--- src/rtl/alu_opcodes_pkg.sv ---
// Shared ALU opcode encoding, register-file sizing and the operand-stage output entry.
package alu_opcodes_pkg;

    localparam int unsigned DATA_W = 32;
    localparam int unsigned ADDR_W = 5;
    localparam int unsigned OP_W   = 4;

    localparam logic [OP_W-1:0] ALU_ADD  = 4'd0;
    localparam logic [OP_W-1:0] ALU_SUB  = 4'd1;
    localparam logic [OP_W-1:0] ALU_AND  = 4'd2;
    localparam logic [OP_W-1:0] ALU_OR   = 4'd3;
    localparam logic [OP_W-1:0] ALU_XOR  = 4'd4;
    localparam logic [OP_W-1:0] ALU_SLL  = 4'd5;
    localparam logic [OP_W-1:0] ALU_SRL  = 4'd6;
    localparam logic [OP_W-1:0] ALU_SRA  = 4'd7;
    localparam logic [OP_W-1:0] ALU_SLT  = 4'd8;
    localparam logic [OP_W-1:0] ALU_SLTU = 4'd9;

    typedef struct packed {
        logic [DATA_W-1:0] a;
        logic [DATA_W-1:0] b;
        logic [OP_W-1:0]   op;
        logic [ADDR_W-1:0] rd;
    } alu_req_t;

endpackage

--- src/rtl/alu_operand_stage_rf_2r1w.sv ---
// Architectural register file: two combinational read ports, one synchronous write port,
// register 0 hardwired to zero, asynchronous clear.
module rf_2r1w #(
    parameter int unsigned DATA_W = alu_opcodes_pkg::DATA_W,
    parameter int unsigned ADDR_W = alu_opcodes_pkg::ADDR_W
) (
    input  logic              clk_i,
    input  logic              rst_ni,
    input  logic              we_i,
    input  logic [ADDR_W-1:0] wa_i,
    input  logic [DATA_W-1:0] wd_i,
    input  logic [ADDR_W-1:0] ra1_i,
    input  logic [ADDR_W-1:0] ra2_i,
    output logic [DATA_W-1:0] rd1_o,
    output logic [DATA_W-1:0] rd2_o
);

    localparam int unsigned NREG = 2 ** ADDR_W;

    logic [DATA_W-1:0] mem_q [NREG];
    logic [DATA_W-1:0] mem_d [NREG];

    always_comb begin
        mem_d = mem_q;
        if (we_i && (wa_i != '0)) begin
            mem_d[wa_i] = wd_i;
        end
    end

    always_ff @(posedge clk_i or negedge rst_ni) begin
        if (!rst_ni) begin
            for (int unsigned i = 0; i < NREG; i++) begin
                mem_q[i] <= '0;
            end
        end else begin
            mem_q <= mem_d;
        end
    end

    assign rd1_o = (ra1_i == '0) ? '0 : mem_q[ra1_i];
    assign rd2_o = (ra2_i == '0) ? '0 : mem_q[ra2_i];

endmodule

--- src/rtl/alu_operand_stage.sv ---
// Operand-fetch stage ahead of the ALU: register read with same-cycle write bypass,
// immediate select, and a one-entry valid/ready output register.
module alu_operand_stage #(
    parameter int unsigned DATA_W = alu_opcodes_pkg::DATA_W,
    parameter int unsigned ADDR_W = alu_opcodes_pkg::ADDR_W,
    parameter int unsigned OP_W   = alu_opcodes_pkg::OP_W
) (
    input  logic              clk_i,
    input  logic              rst_ni,
    input  logic              in_valid_i,
    output logic              in_ready_o,
    input  logic [ADDR_W-1:0] ra1_i,
    input  logic [ADDR_W-1:0] ra2_i,
    input  logic [DATA_W-1:0] imm_i,
    input  logic              use_imm_i,
    input  logic [OP_W-1:0]   alu_op_i,
    input  logic [ADDR_W-1:0] rd_i,
    input  logic              we_i,
    input  logic [ADDR_W-1:0] wa_i,
    input  logic [DATA_W-1:0] wd_i,
    output logic              out_valid_o,
    input  logic              out_ready_i,
    output logic [DATA_W-1:0] a_o,
    output logic [DATA_W-1:0] b_o,
    output logic [OP_W-1:0]   alu_op_o,
    output logic [ADDR_W-1:0] rd_o
);

    logic [DATA_W-1:0] rf_rd1, rf_rd2;
    logic [DATA_W-1:0] rdata1, rdata2;
    logic              accept;

    alu_opcodes_pkg::alu_req_t req_q, req_d;
    logic                      valid_q, valid_d;

    rf_2r1w #(
        .DATA_W (DATA_W),
        .ADDR_W (ADDR_W)
    ) u_rf (
        .clk_i  (clk_i),
        .rst_ni (rst_ni),
        .we_i   (we_i),
        .wa_i   (wa_i),
        .wd_i   (wd_i),
        .ra1_i  (ra1_i),
        .ra2_i  (ra2_i),
        .rd1_o  (rf_rd1),
        .rd2_o  (rf_rd2)
    );

    // x0 check wins over bypass so a write to x0 can never leak into a read.
    always_comb begin
        rdata1 = rf_rd1;
        if (ra1_i == '0) begin
            rdata1 = '0;
        end else if (we_i && (wa_i == ra1_i)) begin
            rdata1 = wd_i;
        end
        rdata2 = rf_rd2;
        if (ra2_i == '0) begin
            rdata2 = '0;
        end else if (we_i && (wa_i == ra2_i)) begin
            rdata2 = wd_i;
        end
    end

    assign in_ready_o = !valid_q || out_ready_i;
    assign accept     = in_valid_i && in_ready_o;

    always_comb begin
        req_d   = req_q;
        valid_d = valid_q && !out_ready_i;
        if (accept) begin
            req_d.a  = rdata1;
            req_d.b  = use_imm_i ? imm_i : rdata2;
            req_d.op = alu_op_i;
            req_d.rd = rd_i;
            valid_d  = 1'b1;
        end
    end

    always_ff @(posedge clk_i or negedge rst_ni) begin
        if (!rst_ni) begin
            req_q   <= '0;
            valid_q <= 1'b0;
        end else begin
            req_q   <= req_d;
            valid_q <= valid_d;
        end
    end

    assign out_valid_o = valid_q;
    assign a_o         = req_q.a;
    assign b_o         = req_q.b;
    assign alu_op_o    = req_q.op;
    assign rd_o        = req_q.rd;

endmodule

--- config.mk ---
export PLATFORM = sky130hd
export DESIGN_NAME = alu_operand_stage
export DESIGN_NICKNAME = d
export VERILOG_FILES = /design/src/rtl/alu_opcodes_pkg.sv /design/src/rtl/alu_operand_stage_rf_2r1w.sv /design/src/rtl/alu_operand_stage.sv
export SDC_FILE = /design/constraint.sdc
export NUM_CORES = 2
export LEC_CHECK = 0
export ABC_AREA = 0
export BUFFER_PORTS_ARGS = -buffer_cell sky130_fd_sc_hd__buf_4
export CAP_MARGIN = 20
export CORE_ASPECT_RATIO = 1.2
export CORE_UTILIZATION = 30
export CTS_BUF_LIST = sky130_fd_sc_hd__clkbuf_16
export DETAILED_ROUTE_END_ITERATION = 16
export RECOVER_POWER = 50
export SYNTH_ARGS = -nofsm -noshare
export SYNTH_HDL_FRONTEND = slang
export SYNTH_HIERARCHICAL = 1
export SYNTH_SLANG_ARGS = --single-unit
--- constraint.sdc ---
create_clock -name clk_i -period 2 [get_ports clk_i]
set_input_delay 0.4 -clock clk_i [delete_from_list [all_inputs] [get_ports clk_i]]
set_output_delay 0.4 -clock clk_i [all_outputs]
set_load 0.01 [all_outputs]
Word level (Yosys, flattened, before mapping)
Cells that the tools add are included.
Storage, ports and cells
  flip-flop bits (word level): 1098
Operators by class
  magnitude comparators: 4
  equal/unequal tests: 2
  multiplexer cells: 15
  bitwise gates (word level): 3
  reductions and logical operators: 12
Operator list (count)
  $bwmux W1024: 1
  $bmux W32 S5: 2
  $mux W32: 10
  $demux W32 S5: 1
  $ge A6 B6 Y1 const B: 3
  $not A5 Y6: 3
  $eq A5 B5 Y1: 2
  $logic_not A5 Y1: 2
  $logic_and A1 B1 Y1: 6
  $lt A6 B1 Y1 const B: 1
  $reduce_bool A5 Y1: 1
  $logic_not A1 Y1: 2
  $logic_or A1 B1 Y1: 1
  $mux W1: 1

Longest topological paths before layout
  depth in word-level cells: 7
  depth in mapped cells: 11
  gate-level depth less buffers: 6

Cells and area by module
Netlist, hierarchy kept.
By module, submodules not included
  rf_2r1w: times used 1, cells each 3517, area an instance 54019.3 um^2
  alu_operand_stage: times used 1, cells each 413, area an instance 3897.5 um^2

Worst setup path before layout
No wires, ideal clock.
  path kind: input -> register
  start point: in ra2_i[0]
  end point: reg req_q, in the netlist b_o[1]
  setup time: 0.128 ns
  arrival time: 2.239 ns
  data required time: 1.872 ns
  setup slack: -0.366 ns
  stages on the path: 8
  buffers on the path: 3
  cell sequence: buf_2 -> buf_2 -> buf_2 -> mux4_2 -> a2111oi_0 -> nor3_1 -> mux2i_1 -> o22ai_1
On the way
  longest elaborated chain between the ends: 7
  elaborated cells on any way between the ends: 10
Ends and longest elaborated chain
  start: declaration: RTL line alu_operand_stage.sv:13  | input logic [ADDR_W-1:0] ra2_i,
  $not A5 Y6 (implied by the code): RTL line alu_operand_stage_rf_2r1w.sv:41  | assign rd2_o = (ra2_i == '0) ? '0 : mem_q[ra2_i];
  $bmux W32 S5: RTL line alu_operand_stage_rf_2r1w.sv:41
  $mux W32 (implied by the code) (2 in series): RTL line alu_operand_stage_rf_2r1w.sv:41
  net rf_rd2[1]: RTL line alu_operand_stage.sv:29  | logic [DATA_W-1:0] rf_rd1, rf_rd2;
  $mux W32: RTL line alu_operand_stage.sv:62  | end else if (we_i && (wa_i == ra2_i)) begin
  $mux W32: RTL line alu_operand_stage.sv:60  | if (ra2_i == '0) begin
  $mux W32: RTL line alu_operand_stage.sv:75  | req_d.b = use_imm_i ? imm_i : rdata2;
  end signal: assignment: RTL line alu_operand_stage.sv:87  | req_q <= req_d;
  end: declaration: RTL line alu_operand_stage.sv:33  | alu_opcodes_pkg::alu_req_t req_q, req_d;
The timed path passes the listed nets, and every way through them passes these cells. The select of a mux whose other input is x is not followed.
A chain may end at the register's enable or synchronous reset.

Final worst setup path
  start point: reg u_rf/mem_q[72] (netlist name)
  end point: reg req_q, in the netlist a_o[8]
On the way
  longest elaborated chain between the ends: 5
Ends and longest elaborated chain
  start: declaration: RTL line alu_operand_stage_rf_2r1w.sv:20  | logic [DATA_W-1:0] mem_q [NREG];
  start signal: assignment: RTL line alu_operand_stage_rf_2r1w.sv:36  | mem_q <= mem_d;
  $bmux W32 S5: RTL line alu_operand_stage_rf_2r1w.sv:40  | assign rd1_o = (ra1_i == '0) ? '0 : mem_q[ra1_i];
  $mux W32 (implied by the code) (2 in series): RTL line alu_operand_stage_rf_2r1w.sv:40
  net rf_rd1[8]: RTL line alu_operand_stage.sv:29
  $mux W32: RTL line alu_operand_stage.sv:56  | end else if (we_i && (wa_i == ra1_i)) begin
  $mux W32: RTL line alu_operand_stage.sv:54  | if (ra1_i == '0) begin
The timed path passes the listed nets, and every way through them passes these cells. The select of a mux whose other input is x is not followed.

==> results by group <==
Timing
  – Final worst slack: -0.246 ns
  – Tcrit/Tclk final: 112%
  – Tightest Pin Transition: 1.64 ns
  – Fmax: 445 MHz
  – RSZ-0062 raised after global routing: true
  – Slew margin rel.: -9.46%
  – Minimum clock period: 2.25 ns
  – Min Hold Slack: 0.0447 ns
  – Final setup viols: 12
  – Slew Limit Fails: 35
  – Hold Violations, Final: 0
  – Worst Skew: 0.0248 ns

Floorplanning
  – Die Wd: 403 um
  – Die area: 0.195 mm2
  – Starting density of the core: 30.2%
  – Core ar.: 0.192 mm2
  – # rows: 176
  – Die Height: 483 um
  – Top-Level Pins: 169

Clock tree
  – Root buffer cell: clkbuf_16
  – TritonCTS clock tree: done
  – Clock Latency Late Sink: 0.78 ns
  – Num CTS Buffers: 116
  – H-tree lvl count: 3
  – CTS Buffer Depth: 3
  – Clk slew on worst S/H paths: 0.06 ns
  – Sink Count: 1,098

Cells and area
  – Share of layout cells above drive strength 1: 56.2%
  – Layout area overhead: 26.6%
  – Non-filler cells, final: 7,247
  – Fin area: 0.0733 mm2
  – Fill cells: 17,900
  – Nets@finish: 4,654

Yosys
  – Post-Syn Nets: 4,024
  – Area contributors post-synth: dfrtp_1 (47%), mux4_2 (18%), mux2_2 (18%)
  – Synth area leader: dfrtp_1
  – Ys async rst share: 100%
  – Post-synth cell types: 49
  – Synthesized area: 0.0579 mm2
  – Sequential-to-total area share from yosys stat: 47.4%
  – Dominant register cell in the synthesized netlist: dfrtp_1
  – YS warnings: 6
  – Count of state elements after synthesis: 1,098
  – EDFF count, synth: 0
  – Synth top area share: 47.4%
  – Synth Instances: 3,930
  – Mapped Avg Cell Area: 14.7 um2

Critical path
  – Worst path max stage delay: 0.56 ns
  – Most used cell along the critical path: mux4_2
  – Crit-path cells: mux4_2 -> mux4_2 -> o22ai_4 -> nor3_2 -> mux2i_1 -> buf_4 -> o21ai_2
  – CP arrival: 2.89 ns
  – Worst reg2reg path endpoint: a_o[8]
  – R2R setup slack: -0.25 ns
  – CP Max Fanout: 2
  – Cell count of the worst reg-to-reg path: 7
  – Reg2Reg Launch Point: u_rf/mem_q[72]
  – Setup Crit Path Kind: reg -> reg
  – CP max stage cell: mux4_2
  – CP Launch Type: register
  – Crit. End Element: register
  – Required time worst endpoint: 2.64 ns

Global routing
  – First-pass GRT wire length: 313,000 um
  – Largest net degree at the start of global routing: 84
  – Total gr overflow: 0
  – Initial antenna violation count: 20
  – GRT Total Usage: 22.1%
  – Vias in the first global route: 42,500

Worst hold path
  – Hold Path Cell Cnt: 3
  – Hold Crit Class: in -> reg
  – Hold Path Origin: imm_i[27]
  – Hold path endpoint: b_o[27]

Status
  – Status: finished with violations
  – Failing checks: max-capacitance violations, max-slew violations, negative setup slack

Routing
  – TritonRoute pass-1 iters: 7
  – Initial detailed-routing violation count: 3,081
  – Vias: 40,400
  – Final WL: 217,000 um
  – Vias per cell: 5.57
  – Wire per inst: 29.9 um
  – Routed Antenna Nets: 0
  – DRC: 0

Place
  – DP Wirelength: 148,000 um
  – I/O Buffers: 168
  – Area after DPL: 0.0690 mm2
  – Routability congestion estimate: 0.863
  – Placed cell count: 6,986

Power and ir drop
  – Leak: 31.8 nW
  – Power per cell area: 914 mW/mm2
  – Max VDD drop: 0.000770 V
  – Total power: 67.0 mW

Job
  – Max cap viols: 1
## repair_timing
item                                    CTS  global route
setup buffers                             7             6
pin swaps                                21            22
endpoints found under the hold margin   176             0
endpoints found under the setup margin   28            38
gates resized for setup                  44            44
hold buffers                             33             0
## critical path: cells and delay by family, from the launching register on
family / cells / cell delay (ns)
DFF: 1 / 0.39
muxes: 3 / 1.27
buffers and inverters: 1 / 0.18
AOI/OAI and AO/OA: 2 / 0.22
and+or+nand+nor: 1 / 0.07
## flip-flops by register name, indices dropped and copies added (netlist names)
signal / flops
a_o: 32
alu_op_o: 4
out_valid_o: 1
rd_o: 5
u_rf/mem_q: 1024
b_o: 32
## how the worst max path moves through the flow
stage / from / endpoint / slack [ns] / cells past startpoint
after floorplan: ra1_i[1] / a_o[14] / -0.24 / 9
after global placement: ra2_i[2] / b_o[21] / -0.80 / 9
after detailed placement: ra2_i[2] / b_o[21] / -0.86 / 9
after CTS: u_rf/mem_q[8] / a_o[8] / -0.24 / 7
after global routing: u_rf/mem_q[72] / a_o[8] / -0.28 / 7
final: u_rf/mem_q[72] / a_o[8] / -0.25 / 7
## Yosys cell counts (3+ instances only)
cell       number
dfrtp_1      1098
mux2_2        916
mux4_2        469
clkbuf_1      258
mux2i_1       218
o22ai_1       110
mux2_1        108
nand2_1        86
buf_2          82
buf_1          58
nor3_1         54
nor2_1         51
a22o_1         50
o21ai_0        50
a21oi_1        43
a211oi_1       41
a2111oi_0      26
o221ai_1       26
buf_4          25
nor2b_1        22
buf_6          20
a22oi_1        16
o21ai_1        16
nand2b_1       14
nor4_1         10
xor2_1          8
a32o_1          7
nand3_1         6
and2_1          5
and3_1          4
clkbuf_2        4
buf_12          3
## logic make-up after synthesis
kind of cell           synth area share (%)
XOR/XNOR                              0.151
multiplexers                           41.9
flip-flops                             47.4
AND/OR/NAND/NOR                        2.16
buffers and inverters                  3.67
AO/OA/AOI/OAI                          4.66
## through the flow
step | TNS [ns] | setup slack, ns | util, %
6_report | -0.791 | -0.246 | 38.2
5_1_grt | -10.22 | -0.277 | 38.2
4_1_cts | -0.894 | -0.244 | 38.2
3_5_place_dp | -81.88 | -0.865 | 36.0
3_3_place_gp | -77.55 | -0.796 | 36.0
2_1_floorplan | -10.43 | -0.235 | -
## layer usage
| metal | track usage (%) | up-vias | wire length [um] |
|---|---|---|---|
| met5 | 0 | - | 208 |
| met3 | 5.20 | 463 | 16700 |
| met2 | 35.4 | 1599 | 102000 |
| met1 | 28.7 | 21800 | 88300 |
| met4 | 8.93 | 28 | 9430 |
| li1 | - | 16500 | - |
## layout make-up
| cell class | instances | area (um2) | area share (%) |
|---|---|---|---|
| sequential | 1098 | 27500 | 37.5 |
| timing repair buffer | 964 | 9540 | 13.0 |
| clock inverter | 104 | 836 | 1.14 |
| tap | 2581 | 3230 | 4.40 |
| antenna | 4 | 10.0 | 0.0137 |
| clock buffer | 116 | 2900 | 3.96 |
| inverter | 1 | 3.75 | 0.00512 |
| multi-input combinational | 2379 | 29300 | 40.0 |
## cell usage in the layout, fill, tap and decap left out, drive strengths merged, types with 41 or more instances in the layout
cell and instances:
dfrtp 1098, clkinv 60, clkbuf 153, nor3 54, a22o 50, nor2 51, buf 894, nand2 86
mux2i 218, o22ai 110, a211oi 41, a21oi 43, mux4 469, o21ai 66, mux2 1024
## power breakdown
part	leakage (nW)	internal (mW)	total (mW)	switching, mW
registers	14.0	26.4	29.7	3.28
clock network	1.89	12.0	21.6	9.65
logic	15.9	9.54	15.7	6.19
No activity file was read; power rests on OpenSTA's default activity.
